### src/rtl/bus_arbiter_rr.sv
// N-master bus arbiter with run-time fixed-priority / round-robin selection,
// registered one-hot grant and a watchdog that reclaims grants from a silent slave.
//
// state | meaning
// IDLE  | no grant held; arbitrate on any request
// BUSY  | grant held until bus_ack or watchdog expiry
module bus_arbiter_rr #(
    parameter int N_MASTERS      = 4,
    parameter int IDX_W          = $clog2(N_MASTERS),
    parameter int TIMEOUT_CYCLES = 16
) (
    input  logic                 clk,
    input  logic                 reset,
    input  logic [N_MASTERS-1:0] bus_req,
    input  logic                 bus_ack,
    input  logic                 rr_mode,
    output logic [N_MASTERS-1:0] bus_grant,
    output logic [IDX_W-1:0]     grant_idx,
    output logic                 bus_busy,
    output logic                 timeout_err
);

    localparam bit WDOG_EN = (TIMEOUT_CYCLES > 0);
    localparam int CNT_W   = WDOG_EN ? $clog2(TIMEOUT_CYCLES + 1) : 1;
    localparam logic [CNT_W-1:0] CNT_TC = CNT_W'(WDOG_EN ? TIMEOUT_CYCLES - 1 : 0);

    typedef enum logic {IDLE, BUSY} state_t;

    state_t                 state_q, state_d;
    logic [N_MASTERS-1:0]   grant_q, grant_d;
    logic [IDX_W-1:0]       idx_q, idx_d;
    logic [IDX_W-1:0]       ptr_q, ptr_d;
    logic [CNT_W-1:0]       cnt_q, cnt_d;
    logic                   tout_q, tout_d;

    logic                   win_found;
    logic [IDX_W-1:0]       win_idx;
    logic                   load;
    int                     j;

    // Increment modulo N_MASTERS, correct for non-power-of-two counts.
    function automatic logic [IDX_W-1:0] wrap_inc(input logic [IDX_W-1:0] v);
        if (int'(v) >= N_MASTERS - 1) return '0;
        else return v + 1'b1;
    endfunction

    // Scan downward so the last hit is the first in search order.
    always_comb begin
        win_found = 1'b0;
        win_idx   = '0;
        j         = 0;
        if (!rr_mode) begin
            for (int i = N_MASTERS - 1; i >= 0; i--) begin
                if (bus_req[IDX_W'(i)]) begin
                    win_found = 1'b1;
                    win_idx   = IDX_W'(i);
                end
            end
        end else begin
            for (int k = N_MASTERS - 1; k >= 0; k--) begin
                j = int'(ptr_q) + k;
                if (j >= N_MASTERS) j = j - N_MASTERS;
                if (bus_req[IDX_W'(j)]) begin
                    win_found = 1'b1;
                    win_idx   = IDX_W'(j);
                end
            end
        end
    end

    always_comb begin
        state_d = state_q;
        grant_d = grant_q;
        idx_d   = idx_q;
        ptr_d   = ptr_q;
        cnt_d   = cnt_q;
        tout_d  = 1'b0;
        load    = 1'b0;

        case (state_q)
            IDLE: begin
                if (win_found) load = 1'b1;
            end
            BUSY: begin
                if (bus_ack) begin
                    if (win_found) begin
                        load = 1'b1;
                    end else begin
                        state_d = IDLE;
                        grant_d = '0;
                        idx_d   = '0;
                        cnt_d   = '0;
                    end
                end else if (WDOG_EN && cnt_q == CNT_TC) begin
                    // Ack never came: reclaim the bus and skip the stalled master.
                    state_d = IDLE;
                    grant_d = '0;
                    idx_d   = '0;
                    cnt_d   = '0;
                    tout_d  = 1'b1;
                    if (rr_mode) ptr_d = wrap_inc(idx_q);
                end else if (WDOG_EN) begin
                    cnt_d = cnt_q + 1'b1;
                end
            end
            default: begin
                state_d = IDLE;
                grant_d = '0;
                idx_d   = '0;
                cnt_d   = '0;
            end
        endcase

        if (load) begin
            state_d          = BUSY;
            grant_d          = '0;
            grant_d[win_idx] = 1'b1;
            idx_d            = win_idx;
            cnt_d            = '0;
            if (rr_mode) ptr_d = wrap_inc(win_idx);
        end
    end

    always_ff @(posedge clk or posedge reset) begin
        if (reset) begin
            state_q <= IDLE;
            grant_q <= '0;
            idx_q   <= '0;
            ptr_q   <= '0;
            cnt_q   <= '0;
            tout_q  <= 1'b0;
        end else begin
            state_q <= state_d;
            grant_q <= grant_d;
            idx_q   <= idx_d;
            ptr_q   <= ptr_d;
            cnt_q   <= cnt_d;
            tout_q  <= tout_d;
        end
    end

    assign bus_grant   = grant_q;
    assign grant_idx   = idx_q;
    assign bus_busy    = |grant_q;
    assign timeout_err = tout_q;

endmodule

### config.mk
export PLATFORM = sky130hd
export DESIGN_NAME = bus_arbiter_rr
export DESIGN_NICKNAME = d
export VERILOG_FILES = /design/src/rtl/bus_arbiter_rr.sv
export SDC_FILE = /design/constraint.sdc
export NUM_CORES = 1
export LEC_CHECK = 0
export ABC_AREA = 1
export CORE_MARGIN = 3
export CORE_UTILIZATION = 52
export DETAILED_ROUTE_END_ITERATION = 8
export GPL_TIMING_DRIVEN = 0
export PLACE_DENSITY = 0.78
export SLEW_MARGIN = 20
export SYNTH_ARGS = -nofsm -noshare
export SYNTH_HDL_FRONTEND = slang
export SYNTH_SLANG_ARGS = --single-unit
### constraint.sdc
create_clock -name clk -period 2.31 [get_ports clk]
set_clock_uncertainty 0.05 [all_clocks]
set_input_delay 0.693 -clock clk [delete_from_list [all_inputs] [get_ports clk]]
set_output_delay 0.693 -clock clk [all_outputs]
set_load 0.02 [all_outputs]
==> results.md, run 1 <==
- Dpl hpwl: 1467 um
- Critical Path RT: 1570 ps
- CP Launch Type: register
- Port Buffers: 15
- Gpl congestion: 0.7744
- DRC viols: 0
- Max_slew headroom: 61.70%
- Reg2Reg Depth: 11
- Hold Path End: bus_grant[3]$_DFFE_PP0P_
- Area Overhead vs Synth: 23.70%
- Post-synthesis sequential area ratio: between 30% and 40%
- Post-synth cell types: 25
- Die area: about 2500 sq um
- Maxcap violations: 0
- GRT Total Usage: between 15 and 20%
- Simple-gate share of the synthesized area: 34.12%
- Status: finished clean
- VDD IR-drop max: around 0.00066 V
- Io pins: 16
- Site Rows: 15
- Wirelength, routed: about 1900 um
- Post-DR vias/cell: between 4 and 5
- Top post-synthesis cells by area: dfrtp_1 (37%), nand2_1 (16%), ha_1 (7.4%)
- Hold_buf cts: 0
- Register bit total from synthesis: 15
- Grt ovf: 0
- Total number of vias: 865
- Die H: 50.04 um
- # fillers: 151
- Dpl cell area: 1190 sq um
- First-pass GRT wire length: 3263 um
- CP arrival: 1490 ps
- XOR/XNOR Fraction of Synth Area: 2.481%
- Clk slew on worst S/H paths: 100 ps
- Worst skew pair latency: 270 ps
- Ant diodes: 0
- Max-slew violation count: 0
- Setup total negative slack: 0 ps
- Fmax: 0.4478 GHz
- Worst-path fanout max: 3
- Reg2Reg Launch Point: ptr_q[0]$_DFF_PP0_
- Critical Path Sink Type: output pin
- TritonCTS clock tree: done
- CTS H-Tree Depth: 1
- Pwr/cell area: 1132 nW/um^2
- Worst Hold Path Cells: 2
- Final Hold Fails: 0
- Commonest non-fill, non-tap cell in the layout: nand2_1
- Setup CP Type: register to output pin
- Tcrit/Tclk final: 96.68%
- Die Wd: 50.04 um
- Initial antenna violation count: 0
- Post-Synth Adder-Cell Area: under 10%
- Leak: 0.6591 nW
- Compound-Gate Fraction of Synth Area: 10.92%
- Syn_nets: 143
- Mux contribution to synthesized area: 0%
- Largest family of logic cells by synthesized area: simple AND/OR/NAND/NOR gates
- Cts bufs inserted: 3
- Worst r2r dst: ptr_q[1]$_DFF_PP0_
- Layout Nets: roughly 160
- Starting Density: 56.56%
- Fin util: 69.96%
- Yosys top cell area share: 37.22%
- Worst Max-Slew Pin Slew: 573.9 ps
- Core ar.: 1783 sq um
- Min-Delay Path Class: register to register
- Pin count of the biggest net entering global routing: 16
- Hold Startpoint: bus_grant[3]$_DFFE_PP0P_
- Non-Filler Instances: 174
- Num Clock Sinks: 15
- Layout cell share with drive strength beyond 1: a little over a fifth
- Mapped Area: 1008 sq um
- Commonest non-fill, non-tap cells in the layout: nand2_1 (40), inv_1 (16), dfrtp_1 (15)
- DR iter-0 viols: 22
- Pre-antenna DRT Iters: 4
- Post-route cell area: 1247 sq um
- Reg2reg setup slack: 480 ps
- Final setup fails: 0
- Via count of the first global-routing pass: 778
- DP Cell Count: 169
- CTS root buf: clkbuf_4
- Yosys warnings: 0
- Post-layout min period: 2233 ps
- Cells after synthesis: 129
- Largest area contributor in the netlist: dfrtp_1
- Post-route ant nets: 0
- Clock buffer depth: 2
- Synthesized area per cell: just under 8 sq um
- Routed length per instance: 10.82 um
[critical path, stage by stage, from the launching register on]
cell,delay [ps]
dfrtp_1,410
or4_1,510
clkdlybuf4s15_1,300
[area by class of cell]
type	count	area (sq um)	area share [%]
multi-input cells	95	576.8	46.24
flip-flops and latches	15	375.4	30.09
repair buffers	16	157.7	12.64
inverters	18	67.56	5.416
well taps	25	31.28	2.508
clock buffers	3	22.52	1.805
plain buffers	1	11.26	0.9027
clock inverters	1	5.005	0.4012
[worst max path at each step]
stage                             startpoint                       end  slack, ps  cells after the start
floorplan                         bus_req[3]        ptr_q[1]$_DFF_PP0_        370                     10
detailed placement                bus_req[0]        ptr_q[1]$_DFF_PP0_       -240                     12
CTS                               bus_req[0]        ptr_q[1]$_DFF_PP0_         40                     12
global route                      bus_req[0]  bus_grant[2]$_DFFE_PP0P_         -6                     13
global placement                  bus_req[0]        ptr_q[1]$_DFF_PP0_       -210                     12
finish              bus_grant[1]$_DFFE_PP0P_                  bus_busy         80                      2
[routing by layer]
layer	routed length, um	vias up	global-route usage [%]
met5	0	-	0
met1	910	396	22.08
met4	12	0	1.382
met2	887	20	27.39
met3	72	2	3.323
li1	-	447	-
[Yosys cell counts]
cell	count
a22o_1	1
xnor2_2	1
nand2_4	1
nor2_2	1
xor2_1	1
nand2_1	42
inv_1	17
a21boi_0	1
o21ai_2	3
o21ai_1	1
or4_1	1
nor2_1	4
o21ai_0	6
ha_1	6
nand3_1	10
nor2_4	1
inv_2	1
nand3_2	3
nand2_2	7
buf_6	1
and3_4	1
a31oi_1	1
a21oi_1	2
a21oi_4	1
dfrtp_1	15
[stage by stage]
step	setup WS (ps)	hold slack, ps	power (W)
6_report	76.61	452.1	0.001412
5_1_grt	-6.326	498.9	0.001532
4_1_cts	37.58	454.6	0.001359
3_5_place_dp	-242.8	431.1	0.001216
3_3_place_gp	-205.8	427.9	0.001198
2_1_floorplan	369.0	438.0	0.0009818
[registers in the layout, summed over array words and instances (netlist names)]
register,flops
timeout_err,1
state_q,1
ptr_q,2
grant_idx,2
bus_grant,4
cnt_q,5
[kinds of logic after synthesis]
logic type | after synthesis
AO/OA/AOI/OAI | 16
XOR/XNOR | 2
adder cells (fa/ha/maj) | 6
buffers and inverters | 19
flip-flops | 15
AND/OR/NAND/NOR | 71
[power by group]
group | switching, W | internal [W] | total, W
Sequential | 0.0000616 | 0.000335 | 0.000397
Combinational | 0.000504 | 0.000362 | 0.000866
Clock | 0.0000861 | 0.0000640 | 0.000150
[what timing repair did]
item                       in CTS  in global routing
setup endpoints to repair       1                  4
buffers inserted                0                  1
pin swaps                       0                  5
gates resized for setup         1                  6
No activity file was read; power rests on OpenSTA's default activity.
==> inputs of run 2 (changes only) <==
CORE_UTILIZATION = 60   (was 52)
DONT_BUFFER_PORTS = 1   (was unset)
PLACE_DENSITY = 0.76   (was 0.78)
==> run 2 against run 1 <==
  * First-iteration DRC count shrank 23%
  * Via count down 6.2%
  * Combinational power is 27% lower
  * Design area decreased by 15%
  * Die area is 12% lower
  * Critical path depth fell by 1
  * Largest power group unchanged
  * Largest cell class unchanged
  * Clock power about the same
  * Core utilization is 1.5 points lower
  * Critical endpoint unchanged
==> results.md, run 2 (synthesized netlist as in run 1, its figures left out) <==
- Critical Path RT: 1570 ps
- Commonest non-fill, non-tap cell in the layout: nand2_1
- Io pins: 16
- Area Overhead vs Synth: 4.714%
- Core ar.: roughly 1500 sq um
- Clock buffer depth: 2
- Final worst setup slack: 134.1 ps
- CTS root buf: clkbuf_4
- Post-route cell area: 1056 sq um
- Maxcap violations: 0
- Via count of the first global-routing pass: 744
- Leak: 0.5949 nW
- Post-layout min period: 2176 ps
- Largest reg by FF count: cnt_q
- Met2 routed WL: 898 um
- Critical Path Sink Type: output pin
- Slowest cell on the critical path: or4_1
- Initial antenna violation count: 0
- Pwr/cell area: approximately 1200 nW/um^2
- GRT Total Usage: about a fifth
- Clk slew on worst S/H paths: 100 ps
- Worst Path Buf+Inv: 0
- Max-slew violation count: 0
- DRC viols: 0
- Pre-antenna DRT Iters: 4
- VDD IR-drop max: around 0.0008 V
- Crit-path leading delay family: simple AND/OR/NAND/NOR gates
- CP arrival: 1430 ps
- Met3 wire length: 78 um
- # resized after CTS: 0
- Tcrit/Tclk final: 94.19%
- Worst Setup SP: bus_grant[1]$_DFFE_PP0P_
- Ant diodes: 0
- WL met1: 836 um
- Layout Nets: 148
- CTS H-Tree Depth: 1
- Status: finished clean
- TritonCTS clock tree: done
- Final setup fails: 0
- Commonest non-fill, non-tap cells in the layout: nand2_1 (42), inv_1 (17), dfrtp_1 (15)
- Fmax: 0.4596 GHz
- Grt ovf: 0
- Site Rows: 14
- Die H: 47.00 um
- # fillers: 139
- Max_slew headroom: 62.43%
- Slowest stage delay, CP: around 680 ps
- Dpl hpwl: 1490 um
- Die Wd: 47.00 um
- Total number of vias: ~810
- Final Hold Fails: 0
- Setup CP Type: register to output pin
- Gpl congestion: between 0.7 and 0.8
- Min-Delay Path Class: primary input to asynchronous set/reset pin
- Layout cell share with drive strength beyond 1: 18.80%
- Non-Filler Instances: 149
- Port Buffers: 0
- DR iter-0 viols: 17
- Worst Max-Slew Pin Slew: roughly 560 ps
- Worst-path fanout max: 3
- CP Cell Sequence: or4_1
- Cts bufs inserted: 3
- Post-route ant nets: 0
- CP Launch Type: register
- Setup WS pre-CTS: 248.0 ps
- Pin count of the biggest net entering global routing: 16
- Wirelength, routed: 1859 um
- Dpl cell area: slightly above 1000 sq um
- RSZ-0062 raised after global routing: false
- Num Clock Sinks: 15
- Uppermost layer routed: met4
- Setup total negative slack: 0 ps
- Post-DR vias/cell: ~5.4
- First-pass GRT wire length: 3036 um
- Hold_buf cts: 0
- Max reg flops: 5
- Starting Density: about two thirds
- Routed length per instance: ~12 um
- Setup bufs post-CTS: 0
- Overall power: 0.001245 W
- DP Cell Count: 145
- Reg2Reg Launch Point: ptr_q[0]$_DFF_PP0_
- Die area: between 2000 and 2500 sq um
- Worst skew pair latency: 290 ps
run 2: cell count changes in the layout (fill, tap and decap cells not counted), sizes merged:
cell           delta
clkdlybuf4s15     -1
buf               -1
clkdlybuf4s50    -14
run 2: final timing paths:
path	slack, ps	end	depth (start not counted)
max	130	bus_busy	1
min	280	ptr_q[1]$_DFF_PP0_	1
max reg2reg	400	ptr_q[1]$_DFF_PP0_	11
min reg2reg	490	cnt_q[4]$_DFFE_PP0P_	1
max in group asynchronous	1550	cnt_q[4]$_DFFE_PP0P_	1
min in group clk	480	ptr_q[1]$_DFF_PP0_	2
run 2: layer usage:
metal | GRT usage (%) | up-vias
met5 | 0 | -
met4 | 9.945 | 0
met3 | 3.831 | 6
met2 | 32.52 | 20
met1 | 23.99 | 366
li1 | - | 419
run 2: power by group:
part | total [W] | switching, W | leakage (nW) | internal, W
Combinational | 0.000631 | 0.000400 | 0.383 | 0.000232
Clock | 0.000153 | 0.0000885 | 0.0177 | 0.0000643
Sequential | 0.000461 | 0.000127 | 0.194 | 0.000334
run 2: per-stage QoR:
stage | utilization [%] | hold slack [ps]
finish | 68.51 | 283.3
global route | 68.51 | 303.6
CTS | 68.51 | 302.0
detailed placement | 66.72 | 466.7
global placement | 66.72 | 465.4
floorplan | - | 438.0
run 2: area by class of cell:
class                   count  area (sq um)  area share [%]
multi-input cells          95         554.3           52.49
inverters                  18         67.56           6.398
well taps                  16         20.02           1.896
clock inverters             1         5.005          0.4739
clock buffers               3         22.52           2.133
plain buffers               1         11.26           1.066
flip-flops and latches     15         375.4           35.55
==> inputs of run 3 (changes only) <==
SKIP_LAST_GASP = 1   (was unset)
==> results of run 3 <==
The final DEF is identical to that of run 2; final timing and power are the same.
